File: config.mk
export PLATFORM = sky130hd
export DESIGN_NAME = stdp_synapse_array
export DESIGN_NICKNAME = d
export VERILOG_FILES = /design/src/rtl/stdp_pkg.sv /design/src/rtl/stdp_synapse_cell.sv /design/src/rtl/stdp_synapse_array.sv
export SDC_FILE = /design/constraint.sdc
export NUM_CORES = 1
export LEC_CHECK = 0
export ABC_CLOCK_PERIOD_IN_PS = 3600
export CORE_MARGIN = 2
export CORE_UTILIZATION = 54
export DETAILED_ROUTE_END_ITERATION = 16
export PLACE_DENSITY_LB_ADDON = 0.1
export SLEW_MARGIN = 0
export SYNTH_ARGS = -nofsm -noshare
export SYNTH_HDL_FRONTEND = slang
export SYNTH_SLANG_ARGS = --single-unit
File: constraint.sdc
create_clock -name clk -period 3.6 [get_ports clk]
set_clock_uncertainty 0.1 [all_clocks]
set_input_delay 0.54 -clock clk [delete_from_list [all_inputs] [get_ports clk]]
set_output_delay 0.54 -clock clk [all_outputs]
set_load 0.03 [all_outputs]
File: src/rtl/stdp_pkg.sv
// Shared types and arithmetic helpers for the STDP synapse array.
// Contents:
//   weight_t / time_t : weight and spike-timer types at the default widths
//   stdp_dw           : base-2 STDP step, zero once the shift reaches the weight width
//   stdp_sat_add      : add clamped to an upper bound (wide intermediate, no wrap)
//   stdp_sat_sub      : subtract clamped to a lower bound (no underflow)
//   stdp_clamp        : clamp a value into [lo, hi]
package stdp_pkg;

    localparam int unsigned W_WIDTH_DEF = 16;
    localparam int unsigned T_WIDTH_DEF = 8;

    typedef logic [W_WIDTH_DEF-1:0] weight_t;
    typedef logic [T_WIDTH_DEF-1:0] time_t;

    // Step scaled by 2^-(delta_t >> tau_shift); a shift that would clear the
    // whole weight range is reported as no change at all.
    function automatic logic [31:0] stdp_dw(input logic [31:0] step,
                                            input logic [31:0] delta_t,
                                            input logic [31:0] tau_shift,
                                            input logic [31:0] w_width);
        logic [31:0] sh;
        sh = delta_t >> tau_shift;
        if (sh >= w_width) begin
            return 32'd0;
        end else begin
            return step >> sh;
        end
    endfunction

    function automatic logic [31:0] stdp_sat_add(input logic [31:0] w,
                                                 input logic [31:0] dw,
                                                 input logic [31:0] w_max);
        logic [32:0] sum;
        sum = {1'b0, w} + {1'b0, dw};
        if (sum > {1'b0, w_max}) begin
            return w_max;
        end else begin
            return sum[31:0];
        end
    endfunction

    function automatic logic [31:0] stdp_sat_sub(input logic [31:0] w,
                                                 input logic [31:0] dw,
                                                 input logic [31:0] w_min);
        if (dw > w) begin
            return w_min;
        end else if ((w - dw) < w_min) begin
            return w_min;
        end else begin
            return w - dw;
        end
    endfunction

    function automatic logic [31:0] stdp_clamp(input logic [31:0] v,
                                               input logic [31:0] lo,
                                               input logic [31:0] hi);
        if (v < lo) begin
            return lo;
        end else if (v > hi) begin
            return hi;
        end else begin
            return v;
        end
    endfunction

endpackage

File: src/rtl/stdp_synapse_cell.sv
// One plastic synapse: weight register, presynaptic timer/valid flag,
// LTP/LTD evaluation with clamping, and the host write override.
// Ports:
//   clk, rst_n      : clock, synchronous active-low reset
//   learn_en        : enables STDP weight changes (timer runs regardless)
//   pre_spike       : this synapse's presynaptic spike
//   post_spike      : shared postsynaptic spike
//   post_valid      : shared post timer holds a real spike time
//   post_time       : shared post timer value
//   wr_sel          : host write targets this synapse this cycle
//   wr_data         : host write value (clamped)
//   weight          : registered weight
//   upd             : one-cycle pulse when STDP changed the weight
module stdp_synapse_cell
    import stdp_pkg::*;
#(
    parameter int unsigned W_WIDTH   = 16,
    parameter int unsigned T_WIDTH   = 8,
    parameter int unsigned A_PLUS    = 32,
    parameter int unsigned A_MINUS   = 32,
    parameter int unsigned TAU_SHIFT = 2,
    parameter int unsigned WINDOW    = 255,
    parameter int unsigned W_INIT    = 100,
    parameter int unsigned W_MIN     = 0,
    parameter int unsigned W_MAX     = 65535
) (
    input  logic               clk,
    input  logic               rst_n,
    input  logic               learn_en,
    input  logic               pre_spike,
    input  logic               post_spike,
    input  logic               post_valid,
    input  logic [T_WIDTH-1:0] post_time,
    input  logic               wr_sel,
    input  logic [W_WIDTH-1:0] wr_data,
    output logic [W_WIDTH-1:0] weight,
    output logic               upd
);

    localparam logic [T_WIDTH-1:0] T_MAX = {T_WIDTH{1'b1}};
    localparam logic [T_WIDTH-1:0] T_ONE = {{(T_WIDTH-1){1'b0}}, 1'b1};

    logic [W_WIDTH-1:0] weight_r;
    logic [T_WIDTH-1:0] pre_time_r;
    logic               pre_valid_r;
    logic               upd_r;
    logic               ltp_s;
    logic               ltd_s;
    logic [31:0]        cand_s;
    logic [W_WIDTH-1:0] weight_next_s;
    logic               upd_next_s;

    // STDP candidate weight and write override; a simultaneous pre/post pair
    // satisfies neither the LTP nor the LTD condition and leaves the weight.
    always_comb begin
        ltp_s = learn_en & post_spike & ~pre_spike & pre_valid_r
              & (32'(pre_time_r) < WINDOW);
        ltd_s = learn_en & pre_spike & ~post_spike & post_valid
              & (32'(post_time) < WINDOW);
        cand_s = 32'(weight_r);
        if (ltp_s) begin
            cand_s = stdp_sat_add(32'(weight_r),
                                  stdp_dw(A_PLUS, 32'(pre_time_r), TAU_SHIFT, W_WIDTH),
                                  W_MAX);
        end else if (ltd_s) begin
            cand_s = stdp_sat_sub(32'(weight_r),
                                  stdp_dw(A_MINUS, 32'(post_time), TAU_SHIFT, W_WIDTH),
                                  W_MIN);
        end else begin
            cand_s = 32'(weight_r);
        end
        weight_next_s = weight_r;
        upd_next_s    = 1'b0;
        if (wr_sel) begin
            weight_next_s = W_WIDTH'(stdp_clamp(32'(wr_data), W_MIN, W_MAX));
            upd_next_s    = 1'b0;
        end else begin
            weight_next_s = W_WIDTH'(cand_s);
            upd_next_s    = (W_WIDTH'(cand_s) != weight_r);
        end
    end

    // Weight, update pulse and saturating presynaptic timer.
    always_ff @(posedge clk) begin
        if (!rst_n) begin
            weight_r    <= W_WIDTH'(W_INIT);
            pre_time_r  <= {T_WIDTH{1'b0}};
            pre_valid_r <= 1'b0;
            upd_r       <= 1'b0;
        end else begin
            weight_r <= weight_next_s;
            upd_r    <= upd_next_s;
            if (pre_spike) begin
                pre_time_r  <= {T_WIDTH{1'b0}};
                pre_valid_r <= 1'b1;
            end else if (pre_valid_r && (pre_time_r != T_MAX)) begin
                pre_time_r <= pre_time_r + T_ONE;
            end else begin
                pre_time_r <= pre_time_r;
            end
        end
    end

    assign weight = weight_r;
    assign upd    = upd_r;

endmodule

File: src/rtl/stdp_synapse_array.sv
// N_SYN plastic synapses sharing one postsynaptic neuron, pair-based base-2
// STDP. Owns the shared post timer; each cell owns its pre timer and weight.
// Ports:
//   clk, rst_n  : clock, synchronous active-low reset
//   learn_en    : STDP enable (timers run regardless)
//   pre_spike   : per-synapse presynaptic spikes
//   post_spike  : postsynaptic spike
//   wr_en/wr_idx/wr_data : host weight write (out-of-range index ignored)
//   weight      : flattened weights, synapse i at [i*W_WIDTH +: W_WIDTH]
//   upd         : per-synapse pulse when STDP changed the weight
module stdp_synapse_array
    import stdp_pkg::*;
#(
    parameter int unsigned N_SYN     = 8,
    parameter int unsigned W_WIDTH   = 16,
    parameter int unsigned T_WIDTH   = 8,
    parameter int unsigned A_PLUS    = 32,
    parameter int unsigned A_MINUS   = 32,
    parameter int unsigned TAU_SHIFT = 2,
    parameter int unsigned WINDOW    = 255,
    parameter int unsigned W_INIT    = 100,
    parameter int unsigned W_MIN     = 0,
    parameter int unsigned W_MAX     = 65535,
    localparam int unsigned IDX_W    = (N_SYN > 1) ? $clog2(N_SYN) : 1
) (
    input  logic                       clk,
    input  logic                       rst_n,
    input  logic                       learn_en,
    input  logic [N_SYN-1:0]           pre_spike,
    input  logic                       post_spike,
    input  logic                       wr_en,
    input  logic [IDX_W-1:0]           wr_idx,
    input  logic [W_WIDTH-1:0]         wr_data,
    output logic [N_SYN*W_WIDTH-1:0]   weight,
    output logic [N_SYN-1:0]           upd
);

    localparam logic [T_WIDTH-1:0] T_MAX = {T_WIDTH{1'b1}};
    localparam logic [T_WIDTH-1:0] T_ONE = {{(T_WIDTH-1){1'b0}}, 1'b1};

    logic [T_WIDTH-1:0] post_time_r;
    logic               post_valid_r;

    // Shared saturating postsynaptic timer.
    always_ff @(posedge clk) begin
        if (!rst_n) begin
            post_time_r  <= {T_WIDTH{1'b0}};
            post_valid_r <= 1'b0;
        end else if (post_spike) begin
            post_time_r  <= {T_WIDTH{1'b0}};
            post_valid_r <= 1'b1;
        end else if (post_valid_r && (post_time_r != T_MAX)) begin
            post_time_r <= post_time_r + T_ONE;
        end else begin
            post_time_r <= post_time_r;
        end
    end

    for (genvar i = 0; i < N_SYN; i++) begin : g_cell
        logic wr_sel_s;
        assign wr_sel_s = wr_en && (32'(wr_idx) == 32'(i)) && (32'(wr_idx) < N_SYN);

        stdp_synapse_cell #(
            .W_WIDTH  (W_WIDTH),
            .T_WIDTH  (T_WIDTH),
            .A_PLUS   (A_PLUS),
            .A_MINUS  (A_MINUS),
            .TAU_SHIFT(TAU_SHIFT),
            .WINDOW   (WINDOW),
            .W_INIT   (W_INIT),
            .W_MIN    (W_MIN),
            .W_MAX    (W_MAX)
        ) u_cell (
            .clk       (clk),
            .rst_n     (rst_n),
            .learn_en  (learn_en),
            .pre_spike (pre_spike[i]),
            .post_spike(post_spike),
            .post_valid(post_valid_r),
            .post_time (post_time_r),
            .wr_sel    (wr_sel_s),
            .wr_data   (wr_data),
            .weight    (weight[i*W_WIDTH +: W_WIDTH]),
            .upd       (upd[i])
        );
    end

endmodule

==> impl_metrics.json <==
{
  "status": "completed",
  "grt_pass1_vias": 20380,
  "critical-path-top-delay-family": "simple AND/OR/NAND/NOR gates",
  "start_util": 0.5480,
  "min_to": "g_cell[0].u_cell.weight[2]",
  "finalHoldViolations": 0,
  "r2r.worst_path.cells": 15,
  "syn_area_um2": 19440,
  "synth_flop_cell": "dfxtp_1",
  "die_h_um": 193.8,
  "crit_top_cell": "a21oi_1",
  "p_leak_nw": 9.240,
  "intPower_w": 0.004843,
  "arrival_ns": 3.87,
  "yosysMostFrequentCell": "nor2_1",
  "critPathMaxFanout": 7,
  "wl_um": 70270,
  "die_w_um": 193.8,
  "yosys_warnings": 0,
  "slew_violations": 0,
  "clock-root-buffer": "clkbuf_16",
  "area_growth_pct": 22.26,
  "n_fill_cell": 3167,
  "synth_top_area_share": 0.2234,
  "hp-start": "rst_n",
  "power_switching_share": 0.3224,
  "p_switching_w": 0.002304,
  "yosys-top-cells-count": "nor2_1, nand2_1, dfxtp_1, a21oi_1, o21ai_0",
  "peakVddDrop_mv": 0.4564,
  "num_vias": 21900,
  "port_buffers": 167,
  "relSlewSlack": 0.2609,
  "setup_viol": 0,
  "synthesis.nets": 2793,
  "fmax_mhz": 284.6,
  "tightest_slew_ns": 1.105,
  "reg2reg_from": "post_time_r[7]",
  "wl_per_cell_um": 20.95,
  "die-area_um2": 37540,
  "final_antenna_net_count": 0,
  "cts_setup_buffers": 0,
  "drt-initial-drc-count": 2188,
  "insertion_delay_ns": 0.58,
  "ys_ff_latch": 217,
  "drc": 0,
  "antenna_found_initial": 4,
  "whs_path_depth": 2,
  "worst_slack_ns": 0.08608,
  "required_ns": 3.96,
  "cp-end-kind": "flip-flop",
  "htreeDepth": 1,
  "synthCells": 2640,
  "start_kind": "flip-flop",
  "clk_pin_slew_ns": 0.07,
  "rrSetupSlack_ns": 0.09,
  "place_inst": 3299,
  "ys_types": 83,
  "core_um2": 35480,
  "ioPinCount": 168,
  "grt_pass1_wl_um": 109700,
  "rows": 69,
  "combPwrFrac": 0.222,
  "critPathBufInv": 3,
  "yosys.area.top_type": "dfxtp_1",
  "min_path_type": "in2reg",
  "cp_slowest_cell": "fa_1",
  "grt.total_usage": 0.3559,
  "clk_path_buf_depth": 3,
  "crit_cells": 15,
  "fin_nets": 3022,
  "synth_area_leaders": "dfxtp_1, ha_1, a21oi_1, nor2_1, nand2_1",
  "fin_area_um2": 23770,
  "cpPeakStageDelay_ns": 0.40,
  "fin_util": 0.6700,
  "period_minus_slack_ns": 3.514,
  "cts_tree": "yes",
  "cts_buffers": 29,
  "yosysSeqAreaShare": 0.2234,
  "rr_endpoint": "g_cell[7].u_cell.weight[14]",
  "post-route-period-util": 0.9761,
  "grt_max_degree": 54,
  "syn_avg_cell_area_um2": 7.365,
  "pre_cts_ws_ns": -0.08033,
  "synth-edff-count": 0,
  "gp_congestion": 1.000,
  "viasPerCell": 6.528,
  "path_class": "reg2reg",
  "crit_chain": "nor3_4 > and4b_2 > buf_6 > ha_1 > inv_1 > fa_1 > a21oi_2 > o22ai_2 > nor3_2 > buf_4 > nand3_1 > or3_4 > xnor2_2 > a21oi_1 > a21oi_1",
  "postPlaceCellArea_um2": 22510,
  "p_seq_frac": 0.371,
  "cts.sinks": 217,
  "p_clk_frac": 0.407,
  "drive_above_1_share": 0.1189,
  "async_flop_share": 0,
  "grt.overflow.total": 0,
  "stdcell_count": 3355,
  "drtPass1Iterations": 8,
  "maxCapViolations": 0,
  "power_density_nw_per_um2": 300.6,
  "dpl.hpwl_um": 51120
}
[cells in the final DEF, fill, tap and decap left out, types with 23 or more instances in the layout]
| cell type | n |
|---|---|
| o211ai_1 | 48 |
| a21o_1 | 30 |
| inv_1 | 53 |
| nand2b_1 | 39 |
| nor3_1 | 85 |
| and3_1 | 37 |
| nand2_1 | 252 |
| nor4_1 | 34 |
| dfxtp_1 | 215 |
| a21boi_0 | 27 |
| nand4_1 | 44 |
| ha_1 | 102 |
| clkbuf_16 | 29 |
| nand3_1 | 93 |
| xor2_1 | 89 |
| clkdlybuf4s50_1 | 166 |
| mux2i_1 | 23 |
| a21oi_1 | 200 |
| o21ai_0 | 176 |
| nor2b_1 | 32 |
| nor2_1 | 259 |
| a31oi_1 | 31 |
| a211oi_1 | 42 |
| buf_4 | 193 |
| xnor2_1 | 82 |
| or3_1 | 26 |
| o21a_1 | 39 |
[cell families (layout without fill, tap and decap cells)]
family | after synthesis | after routing | share of synthesized area
AND/OR/NAND/NOR | 1030 | 1030 | 0.2608
flip-flops | 217 | 217 | 0.2234
other | 0 | 2 | 0
XOR/XNOR | 173 | 173 | 0.07792
adder cells (fa/ha/maj) | 121 | 121 | 0.08404
multiplexers | 24 | 24 | 0.01242
AO/OA/AOI/OAI | 857 | 857 | 0.2943
buffers and inverters | 218 | 470 | 0.04710
[layer usage]
layer  vias to the layer above  part of all wire  GRT usage  wire [um]
met3                       193             0.093    0.04975       6541
met4                         0             0.039     0.1337       2723
li1                      10300                 -          -          -
met1                     10320              0.42     0.4797      29420
met2                      1092              0.45     0.5779      31590
met5                         -                 0          0          0
[repair_timing]
action | CTS | global route
setup endpoints to repair | 7 | 43
pin swaps | 1 | 12
hold buffers | 0 | 0
cloned | 0 | 0
resized for setup | 6 | 75
[worst max path at each step]
| stage | startpoint | endpoint | slack (ns) |
|---|---|---|---|
| after floorplan | post_time_r[5] | g_cell[2].u_cell.weight[13] | -0.06 |
| after global placement | post_time_r[5] | g_cell[0].u_cell.upd | 0.03 |
| after detailed placement | post_time_r[5] | g_cell[4].u_cell.upd | -0.08 |
| after CTS | g_cell[4].u_cell.pre_time_r[6] | g_cell[4].u_cell.upd | 0.006 |
| after global routing | post_time_r[7] | g_cell[7].u_cell.weight[14] | -0.07 |
| final | post_time_r[7] | g_cell[7].u_cell.weight[14] | 0.09 |
[power groups by stage]
stage / clock network (W) / registers (W) / logic (W)
3_3_place_gp: 0 / 0.00270 / 0.00150
2_1_floorplan: 0 / 0.00276 / 0.000865
4_1_cts: 0.00294 / 0.00265 / 0.00153
3_5_place_dp: 0 / 0.00270 / 0.00152
5_1_grt: 0.00302 / 0.00267 / 0.00170
6_report: 0.00291 / 0.00265 / 0.00158
[flip-flops by register name (all words and copies together) (netlist names)]
| name | flops |
|---|---|
| post_time_r | 8 |
| g_cell.u_cell.upd | 8 |
| g_cell.u_cell.weight | 128 |
| g_cell.u_cell.pre_valid_r | 8 |
| post_valid_r | 1 |
| g_cell.u_cell.pre_time_r | 64 |
[final cells by class]
cell class / count / area, um2 / share of cell area
clock buffer: 35 / 788.3 / 0.03316
antenna: 2 / 5.005 / 0.0002105
tap: 461 / 576.8 / 0.02426
sequential: 217 / 4347 / 0.1828
inverter: 53 / 198.9 / 0.008368
timing repair buffer: 363 / 3182 / 0.1338
multi-input combinational: 2205 / 14510 / 0.6103
clock inverter: 19 / 167.7 / 0.007052
[metrics by stage]
step	power, W	TNS [ns]	hold WS, ns
detailed placement	0.004219	-0.2059	0.3756
CTS	0.007117	0	0.3182
global route	0.007382	-0.1538	0.3489
floorplan	0.003626	-0.1372	0.3488
global placement	0.004198	0	0.3584
finish	0.007147	0	0.3304
(Power assumes the default switching activity.)
